File: src/rtl/mdu_seq.sv
`default_nettype none
// ============================================================================
// Module   : mdu_seq
// Brief    : Iterative multiply/divide sequencer owning the HI/LO pair.
//            Divider datapath present only when MDU_DIV_EN is defined.
// Revision : 1.0 - initial release
// ============================================================================
module mdu_seq #(
    parameter int WIDTH = 32
) (
    input  logic             clk,
    input  logic             rst_n,
    input  logic             start,
    input  logic [2:0]       op,
    input  logic [WIDTH-1:0] src_a,
    input  logic [WIDTH-1:0] src_b,
    input  logic             flush,
    output logic             busy,
    output logic             done,
    output logic [WIDTH-1:0] hi,
    output logic [WIDTH-1:0] lo
);

    localparam int CW = $clog2(WIDTH + 1);

    localparam logic [1:0] S_IDLE = 2'd0;
    localparam logic [1:0] S_CALC = 2'd1;
    localparam logic [1:0] S_FIX  = 2'd2;

    localparam logic [2:0] C_OP_MULT  = 3'b000;
    localparam logic [2:0] C_OP_MULTU = 3'b001;
    localparam logic [2:0] C_OP_DIV   = 3'b010;
    localparam logic [2:0] C_OP_DIVU  = 3'b011;
    localparam logic [2:0] C_OP_MTHI  = 3'b100;
    localparam logic [2:0] C_OP_MTLO  = 3'b101;

    localparam logic [CW-1:0] C_CNT_INIT = CW'(WIDTH);
    localparam logic [CW-1:0] C_CNT_LAST = CW'(1);

    logic [1:0]         r_state;
    logic [CW-1:0]      r_cnt;
    logic               r_busy;
    logic               r_done;
    logic               r_neg;
    logic [WIDTH-1:0]   r_m;
    logic [2*WIDTH-1:0] r_acc;
    logic [WIDTH-1:0]   r_hi;
    logic [WIDTH-1:0]   r_lo;

    logic               w_mul_op;
    logic               w_arith;
    logic               w_signed;
    logic               w_a_neg;
    logic               w_b_neg;
    logic               w_neg;
    logic [WIDTH-1:0]   w_mag_a;
    logic [WIDTH-1:0]   w_mag_b;
    logic [WIDTH:0]     w_mul_sum;
    logic [2*WIDTH-1:0] w_mul_next;
    logic [2*WIDTH-1:0] w_step;
    logic [2*WIDTH-1:0] w_prod;
    logic [WIDTH-1:0]   w_res_hi;
    logic [WIDTH-1:0]   w_res_lo;

    // ---------------------------------------------------------------- decode
    assign w_mul_op = (op == C_OP_MULT) || (op == C_OP_MULTU);
    assign w_signed = ~op[0];
    assign w_a_neg  = w_signed & src_a[WIDTH-1];
    assign w_b_neg  = w_signed & src_b[WIDTH-1];
    assign w_mag_b  = w_b_neg ? -src_b : src_b;

`ifdef MDU_DIV_EN
    logic               r_is_div;
    logic               r_neg_rem;
    logic               w_div_op;
    logic               w_dz;
    logic               w_neg_rem;
    logic [WIDTH:0]     w_rem_sh;
    logic               w_qbit;
    logic [WIDTH-1:0]   w_rem_new;
    logic [WIDTH-1:0]   w_quo;
    logic [WIDTH-1:0]   w_rem;

    assign w_div_op  = (op == C_OP_DIV) || (op == C_OP_DIVU);
    assign w_dz      = (src_b == '0);
    assign w_arith   = w_mul_op | w_div_op;
    // A zero divisor runs unsigned on the raw dividend so HI ends up as src_a.
    assign w_mag_a   = (w_a_neg && !(w_div_op && w_dz)) ? -src_a : src_a;
    assign w_neg     = (w_a_neg ^ w_b_neg) & ~(w_div_op & w_dz);
    assign w_neg_rem = w_a_neg & ~w_dz;

    // Restoring step: remainder in the upper half, dividend/quotient below.
    assign w_rem_sh  = r_acc[2*WIDTH-1:WIDTH-1];
    assign w_qbit    = (w_rem_sh >= {1'b0, r_m});
    assign w_rem_new = w_qbit ? (w_rem_sh[WIDTH-1:0] - r_m) : w_rem_sh[WIDTH-1:0];
    assign w_step    = r_is_div ? {w_rem_new, r_acc[WIDTH-2:0], w_qbit} : w_mul_next;

    assign w_quo     = r_neg     ? -r_acc[WIDTH-1:0]       : r_acc[WIDTH-1:0];
    assign w_rem     = r_neg_rem ? -r_acc[2*WIDTH-1:WIDTH] : r_acc[2*WIDTH-1:WIDTH];
    assign w_res_hi  = r_is_div ? w_rem : w_prod[2*WIDTH-1:WIDTH];
    assign w_res_lo  = r_is_div ? w_quo : w_prod[WIDTH-1:0];

    always_ff @(posedge clk or negedge rst_n) begin
        if (!rst_n) begin
            r_is_div  <= 1'b0;
            r_neg_rem <= 1'b0;
        end else if (r_state == S_IDLE && start && !flush && !r_busy && w_arith) begin
            r_is_div  <= w_div_op;
            r_neg_rem <= w_neg_rem & w_div_op;
        end
    end
`else
    assign w_arith  = w_mul_op;
    assign w_mag_a  = w_a_neg ? -src_a : src_a;
    assign w_neg    = w_a_neg ^ w_b_neg;
    assign w_step   = w_mul_next;
    assign w_res_hi = w_prod[2*WIDTH-1:WIDTH];
    assign w_res_lo = w_prod[WIDTH-1:0];
`endif

    // Shift-add step: multiplier in the low half, partial product above.
    assign w_mul_sum  = {1'b0, r_acc[2*WIDTH-1:WIDTH]} + {1'b0, (r_m & {WIDTH{r_acc[0]}})};
    assign w_mul_next = {w_mul_sum, r_acc[WIDTH-1:1]};
    assign w_prod     = r_neg ? -r_acc : r_acc;

    // ---------------------------------------------------------------- sequencer
    always_ff @(posedge clk or negedge rst_n) begin
        if (!rst_n) begin
            r_state <= S_IDLE;
            r_cnt   <= '0;
            r_busy  <= 1'b0;
            r_done  <= 1'b0;
            r_neg   <= 1'b0;
            r_m     <= '0;
            r_acc   <= '0;
            r_hi    <= '0;
            r_lo    <= '0;
        end else begin
            r_done <= 1'b0;
            if (flush) begin
                r_state <= S_IDLE;
                r_busy  <= 1'b0;
            end else begin
                case (r_state)
                    S_IDLE: begin
                        if (start && !r_busy) begin
                            if (w_arith) begin
                                r_acc   <= {{WIDTH{1'b0}}, w_mag_a};
                                r_m     <= w_mag_b;
                                r_neg   <= w_neg;
                                r_cnt   <= C_CNT_INIT;
                                r_busy  <= 1'b1;
                                r_state <= S_CALC;
                            end else if (op == C_OP_MTHI) begin
                                r_hi <= src_a;
                            end else if (op == C_OP_MTLO) begin
                                r_lo <= src_a;
                            end
                        end
                    end
                    S_CALC: begin
                        r_acc <= w_step;
                        r_cnt <= r_cnt - C_CNT_LAST;
                        if (r_cnt == C_CNT_LAST) begin
                            r_state <= S_FIX;
                        end
                    end
                    S_FIX: begin
                        r_hi    <= w_res_hi;
                        r_lo    <= w_res_lo;
                        r_done  <= 1'b1;
                        r_busy  <= 1'b0;
                        r_state <= S_IDLE;
                    end
                    default: begin
                        r_busy  <= 1'b0;
                        r_state <= S_IDLE;
                    end
                endcase
            end
        end
    end

    assign busy = r_busy;
    assign done = r_done;
    assign hi   = r_hi;
    assign lo   = r_lo;

endmodule
`default_nettype wire
File: config.mk
export PLATFORM = sky130hd
export DESIGN_NAME = mdu_seq
export DESIGN_NICKNAME = d
export VERILOG_FILES = /design/src/rtl/mdu_seq.sv
export SDC_FILE = /design/constraint.sdc
export NUM_CORES = 1
export LEC_CHECK = 0
export BUFFER_PORTS_ARGS = -buffer_cell sky130_fd_sc_hd__clkbuf_2
export CORE_MARGIN = 2
export CORE_UTILIZATION = 50
export CTS_CLUSTER_SIZE = 24
export DETAILED_ROUTE_END_ITERATION = 8
export MAX_ROUTING_LAYER = met4
export PLACE_DENSITY = 0.78
export SLEW_MARGIN = 40
export SYNTH_ARGS = -nofsm -noshare
export SYNTH_HDL_FRONTEND = slang
export SYNTH_SLANG_ARGS = --single-unit
File: constraint.sdc
create_clock -name clk -period 6.8 [get_ports clk]
set_clock_uncertainty 0.15 [all_clocks]
set_input_delay 1.36 -clock clk [delete_from_list [all_inputs] [get_ports clk]]
set_output_delay 1.36 -clock clk [all_outputs]
set_load 0.005 [all_outputs]
Word-level counts from Yosys, hierarchy flattened
Index checks and enable logic that the tools add are counted.
- register bits: 171
- bits of input ports: 71
- word-level logic and storage cells: 78
- add/subtract/negate cells: 5
- eq/ne operators: 16
- multiplexer cells: 29
- bitwise gates (word level): 6
- reductions and logical operators: 13
- operator list (kind ; count):
    $mux W32 ; 9
    $mux W64 ; 3
    $pmux W32 S2 ; 2
    $pmux W64 S2 ; 1
    $neg A32 Y32 ; 2
    $neg A64 Y64 ; 1
    $add A32 B32 Y33 ; 1
    $and A32 B32 Y32 ; 1
    $ne A2 B2 Y1 const B ; 7
    $mux W6 ; 2
    $pmux W6 S2 ; 1
    $ne A3 B3 Y1 const B ; 3
    $mux W2 ; 4
    $reduce_and A4 Y1 ; 2
    $eq A3 B3 Y1 const B ; 2
    $eq A6 B1 Y1 const B ; 1
    $reduce_and A3 Y1 ; 2
    $reduce_and A6 Y1 ; 1
    $sub A6 B1 Y6 const B ; 1
    $mux W1 ; 5
    $reduce_and A5 Y1 ; 1
    $pmux W2 S2 ; 1
    $reduce_bool A2 Y1 ; 2
    $eq A3 B1 Y1 const B ; 1
    11 further kinds ; 13

Depth between registers and ports, before layout
- depth after elaboration: 6
- depth in mapped cells: 13
- gate-level depth less buffers: 11

Least setup slack after synthesis
Ideal clock, no wire load.
- kind: input to register
- start point: input port src_a[9]
- end point: register r_acc[30]
- setup time: 0.138 ns
- data arrival time: 3.515 ns
- required time: 6.512 ns
- path slack: 2.997 ns
- stages on the path: 7
- buffers on the path: 1
- cell sequence: or4_4 > or4b_1 > buf_2 > or4_4 > o41ai_2 > xor2_1 > o22ai_1
- longest elaborated chain between the ends: 5
- ends and longest elaborated chain (element ; line ; source):
    from (decl) ; 15 ; input logic [WIDTH-1:0] src_a,
    $neg A32 Y32 ; 114 ; assign w_mag_a = w_a_neg ? -src_a : src_a;
    $mux W32 ; 114 ;
    $mux W64 ; 147 ; if (w_arith) begin
    $mux W64 ; 146 ; if (start && !r_busy) begin
    $pmux W64 S2 ; 144 ; case (r_state)
    to (signal assigned) ; 148 ; r_acc <= {{WIDTH{1'b0}}, w_mag_a};
    to (signal assigned) ; 162 ; r_acc <= w_step;
    to (decl) ; 46 ; logic [2*WIDTH-1:0] r_acc;
No other way between the ends. The select of a mux whose other input is x is not followed.
A chain may end at the register's enable or synchronous reset.

Worst setup path after layout
- start point: register r_acc[0]
- end point: register r_acc[61]
- longest elaborated chain between the ends: 3
- ends and longest elaborated chain (element ; line ; source):
    $and A32 B32 Y32 ; 122 ; assign w_mul_sum = {1'b0, r_acc[2*WIDTH-1:WIDTH]} + {1'b0, (r_m & {WIDTH{r_acc[0]}})};
    $add A32 B32 Y33 ; 122 ;
    $pmux W64 S2 ; 144 ;
No other way between the ends.

==> metrics.cfg <==
[run_status]
outcome = finished clean

[setup_path]
cpPeakStageDelay_ps = 650
worstSetupEndpointType = flop
cp.required_ps = 6960
crit_family = compound AO/OA/AOI/OAI gates
r2r-start = r_acc[0]
cp_num_buf_inv = 1
crit_arrival_ps = 3970
cp_max_fo = 36
cpMaxStageDelayCell = dfrtp_2
critPathKind = flop to flop
path_cells = and2_1 -> ha_1 -> inv_1 -> fa_1 -> nor2b_1 -> o2111ai_1 -> a311oi_1 -> o211ai_1 -> a31oi_1 -> nor2_1 -> o41ai_1
cp-start-kind = flop
r2r_cells = 11
reg2reg_setup_slack_ps = 2990
r2r_end = r_acc[61]

[global_routing]
top_usage_layer = met2
grt_antenna_before_repair = 2
gr-usage-all-layers_pct = 29.0
use_met1_pct = 40.3
met2_usage_pct = 41.9
grt_pass1_vias = 10200
grt_max_degree = 85
grt_pass1_wl_mm = 54.9
grt-ovfl-total = 0
grt_util_met3_pct = 6.46

[hold_path]
hp-start = r_m[6]
hold_class = flop to flop
whs_path_depth = 2
holdPathEnd = r_m[6]

[clock_tree]
cts_tree = done
clock_latency_ps = 440
cts_buffer_depth = 2
cts_max_level = 4
cts_resized = 0
clk_pin_slew_ps = 70
post_cts_buffers = 0
numCtsBuffers = 17
clock-sinks = 171
root_buffer = clkbuf_16
holdBufCountCts = 0

[sta]
finalMaxSlewViolations = 0
fmax_mhz = 262
hold_viol_final = 0
min_period_over_period_pct = 56.1
maxSlewHeadroom_pct = 40.9
tns_ps = 0
tightest_slew_ps = 878
rsz0062_at_grt = no
post-route-min-period_ps = 3810
layout_setup_ws_ps = 2990
setup_viol = 0

[route]
drc = 0
drt-total-wl_mm = 34.4
avgViaCountPerCell = 6.05
drt-initial-drc-count = 1180
routed-via-count = 11200
dr.pass1.iters = 5
detail_route.wl_per_cell_um = 18.6
postRouteAntennaNets = 0

[power]
ir_drop_mv = 0.131
leakage_nw = 5.75
powerDensity_nw_per_um2 = 266

[placed_design]
place.gp.congestion = 0.945
hpwlAfterDp_mm = 25.7
dp_slack_ps = 2290
port_buffers = 136

[synth]
yosys_register_bits = 171
synth_nets = 1554
avgSynthCellArea_um2 = 8.17
syn_area_um2 = 11800
seq_area_frac_synth_pct = 36.3
yosysWarnings = 0
synthDistinctLibCells = 67
async_reset_ff_share_pct = 100
netlist_instances = 1445
synth_ff_type = dfrtp_1
synth_edf_count = 0

[final_layout]
fin_nets = 1629
drive_gt1_share_pct = 14.2
nFillCells = 2107
area_delta_synth_final_pct = 12.3

[floorplan]
dieArea_um2 = 24800
rows = 56
core_um2 = 23300
start_util_pct = 50.6
die_w_um = 158
ioPinCount = 137
die_y_um = 158

[job]
drv_cap = 0

[sequential cells by signal (all words and copies together) (netlist names)]
signal / flops
busy: 1
done: 1
hi: 32
lo: 32
r_acc: 64
r_cnt: 6
r_m: 32
r_neg: 1
r_state: 2
[final cells by class]
type / instances / area [um^2] / area share [%]
tap: 319 / 399 / 3.01
clock buffer: 18 / 429 / 3.24
antenna: 2 / 5.00 / 0.0378
sequential: 171 / 4280 / 32.3
timing repair buffer: 148 / 785 / 5.92
inverter: 23 / 86.3 / 0.651
multi-input combinational: 1159 / 7130 / 53.8
clock inverter: 14 / 138 / 1.04
[placed cells by master (no fill, tap or decap), types with 10 or more instances in the layout]
| cell type | instances |
|---|---|
| a21o_1 | 10 |
| a21oi_1 | 119 |
| and2_1 | 31 |
| and3_1 | 11 |
| buf_4 | 10 |
| clkbuf_16 | 17 |
| clkbuf_2 | 135 |
| dfrtp_1 | 169 |
| ha_1 | 37 |
| inv_1 | 23 |
| nand2_1 | 181 |
| nand2b_1 | 14 |
| nand3_1 | 16 |
| nand4_1 | 11 |
| nor2_1 | 139 |
| nor3_1 | 22 |
| nor4_1 | 16 |
| o21ai_0 | 164 |
| o22ai_1 | 17 |
| o31ai_1 | 42 |
| o41ai_1 | 16 |
| or3_1 | 29 |
| or4_1 | 16 |
| xnor2_1 | 67 |
| xor2_1 | 72 |
[layer usage]
metal / up-vias / part of all wire, %
li1: 5359 / -
met1: 5181 / 44
met2: 604 / 42
met3: 73 / 10
met5: - / 0
met4: 0 / 3.2
[logic make-up (layout without fill, tap and decap cells)]
family	Yosys count	in the layout	share of synthesized area [%]
buf+inv	115	203	3.68
simple gates	527	527	21.6
compound gates	447	447	23.4
flops	171	171	36.3
fa+ha+maj	38	38	4.09
xor+xnor	139	139	10.3
other cells	0	2	0
mux	8	8	0.679
[worst reg2reg max path, cell delays in order, from the launching register on]
cell	delay (ps)
dfrtp_2	650
and2_1	210
ha_1	160
inv_1	60
fa_1	380
nor2b_1	230
o2111ai_1	240
a311oi_1	550
o211ai_1	180
a31oi_1	460
nor2_1	100
o41ai_1	320
[cells in the mapped netlist, types with 8 or more instances]
| cell type | n | share of area [%] |
|---|---|---|
| a21o_1 | 10 | 0.64 |
| a21oi_1 | 119 | 5.0 |
| a221oi_1 | 9 | 0.67 |
| and2_1 | 31 | 1.6 |
| and3_1 | 11 | 0.58 |
| clkbuf_1 | 86 | 2.7 |
| dfrtp_1 | 171 | 36 |
| ha_1 | 37 | 3.9 |
| inv_1 | 23 | 0.73 |
| mux2i_1 | 8 | 0.68 |
| nand2_1 | 182 | 5.8 |
| nand2b_1 | 15 | 0.80 |
| nand3_1 | 16 | 0.68 |
| nand4_1 | 11 | 0.58 |
| nor2_1 | 140 | 4.5 |
| nor2b_1 | 10 | 0.53 |
| nor3_1 | 22 | 0.93 |
| nor4_1 | 16 | 0.85 |
| o211ai_1 | 9 | 0.57 |
| o21ai_0 | 165 | 7.0 |
| o221ai_1 | 9 | 0.67 |
| o22ai_1 | 17 | 0.90 |
| o31ai_1 | 42 | 2.7 |
| o41ai_1 | 16 | 1.2 |
| or3_1 | 29 | 1.5 |
| or4_1 | 16 | 1.0 |
| xnor2_1 | 67 | 5.0 |
| xor2_1 | 72 | 5.3 |
[where the power goes]
part           internal (W)  leakage (nW)  switching, W  total (W)
clock network      0.000512         0.278      0.000439   0.000952
logic              0.000473          3.31      0.000618    0.00109
registers           0.00123          2.16      0.000249    0.00148
total               0.00222          5.75       0.00131    0.00352
[worst max path at each step]
stage	startpoint	to	slack, ps	depth (start not counted)
floorplan	src_a[9]	r_acc[30]	3000	7
global placement	op[2]	r_acc[61]	2420	5
CTS	op[2]	r_acc[61]	2730	5
global route	r_acc[0]	r_acc[61]	2530	11
detailed placement	op[2]	r_acc[61]	2290	5
finish	r_acc[0]	r_acc[61]	2990	11
[stage by stage]
step / hold WS, ps / area (um^2) / cells / total power (W) / utilization (%)
floorplan: 290 / 11800 / 1445 / 0.00216 / -
global placement: 304 / 12700 / 1820 / 0.00254 / 54.2
detailed placement: 314 / 12700 / 1820 / 0.00257 / 54.3
CTS: 325 / 13200 / 1852 / 0.00351 / 56.7
global route: 364 / 13300 / 1854 / 0.00375 / 56.8
finish: 324 / 13300 / 1854 / 0.00352 / 56.8
Note: power is estimated with default switching activity, not from simulation.
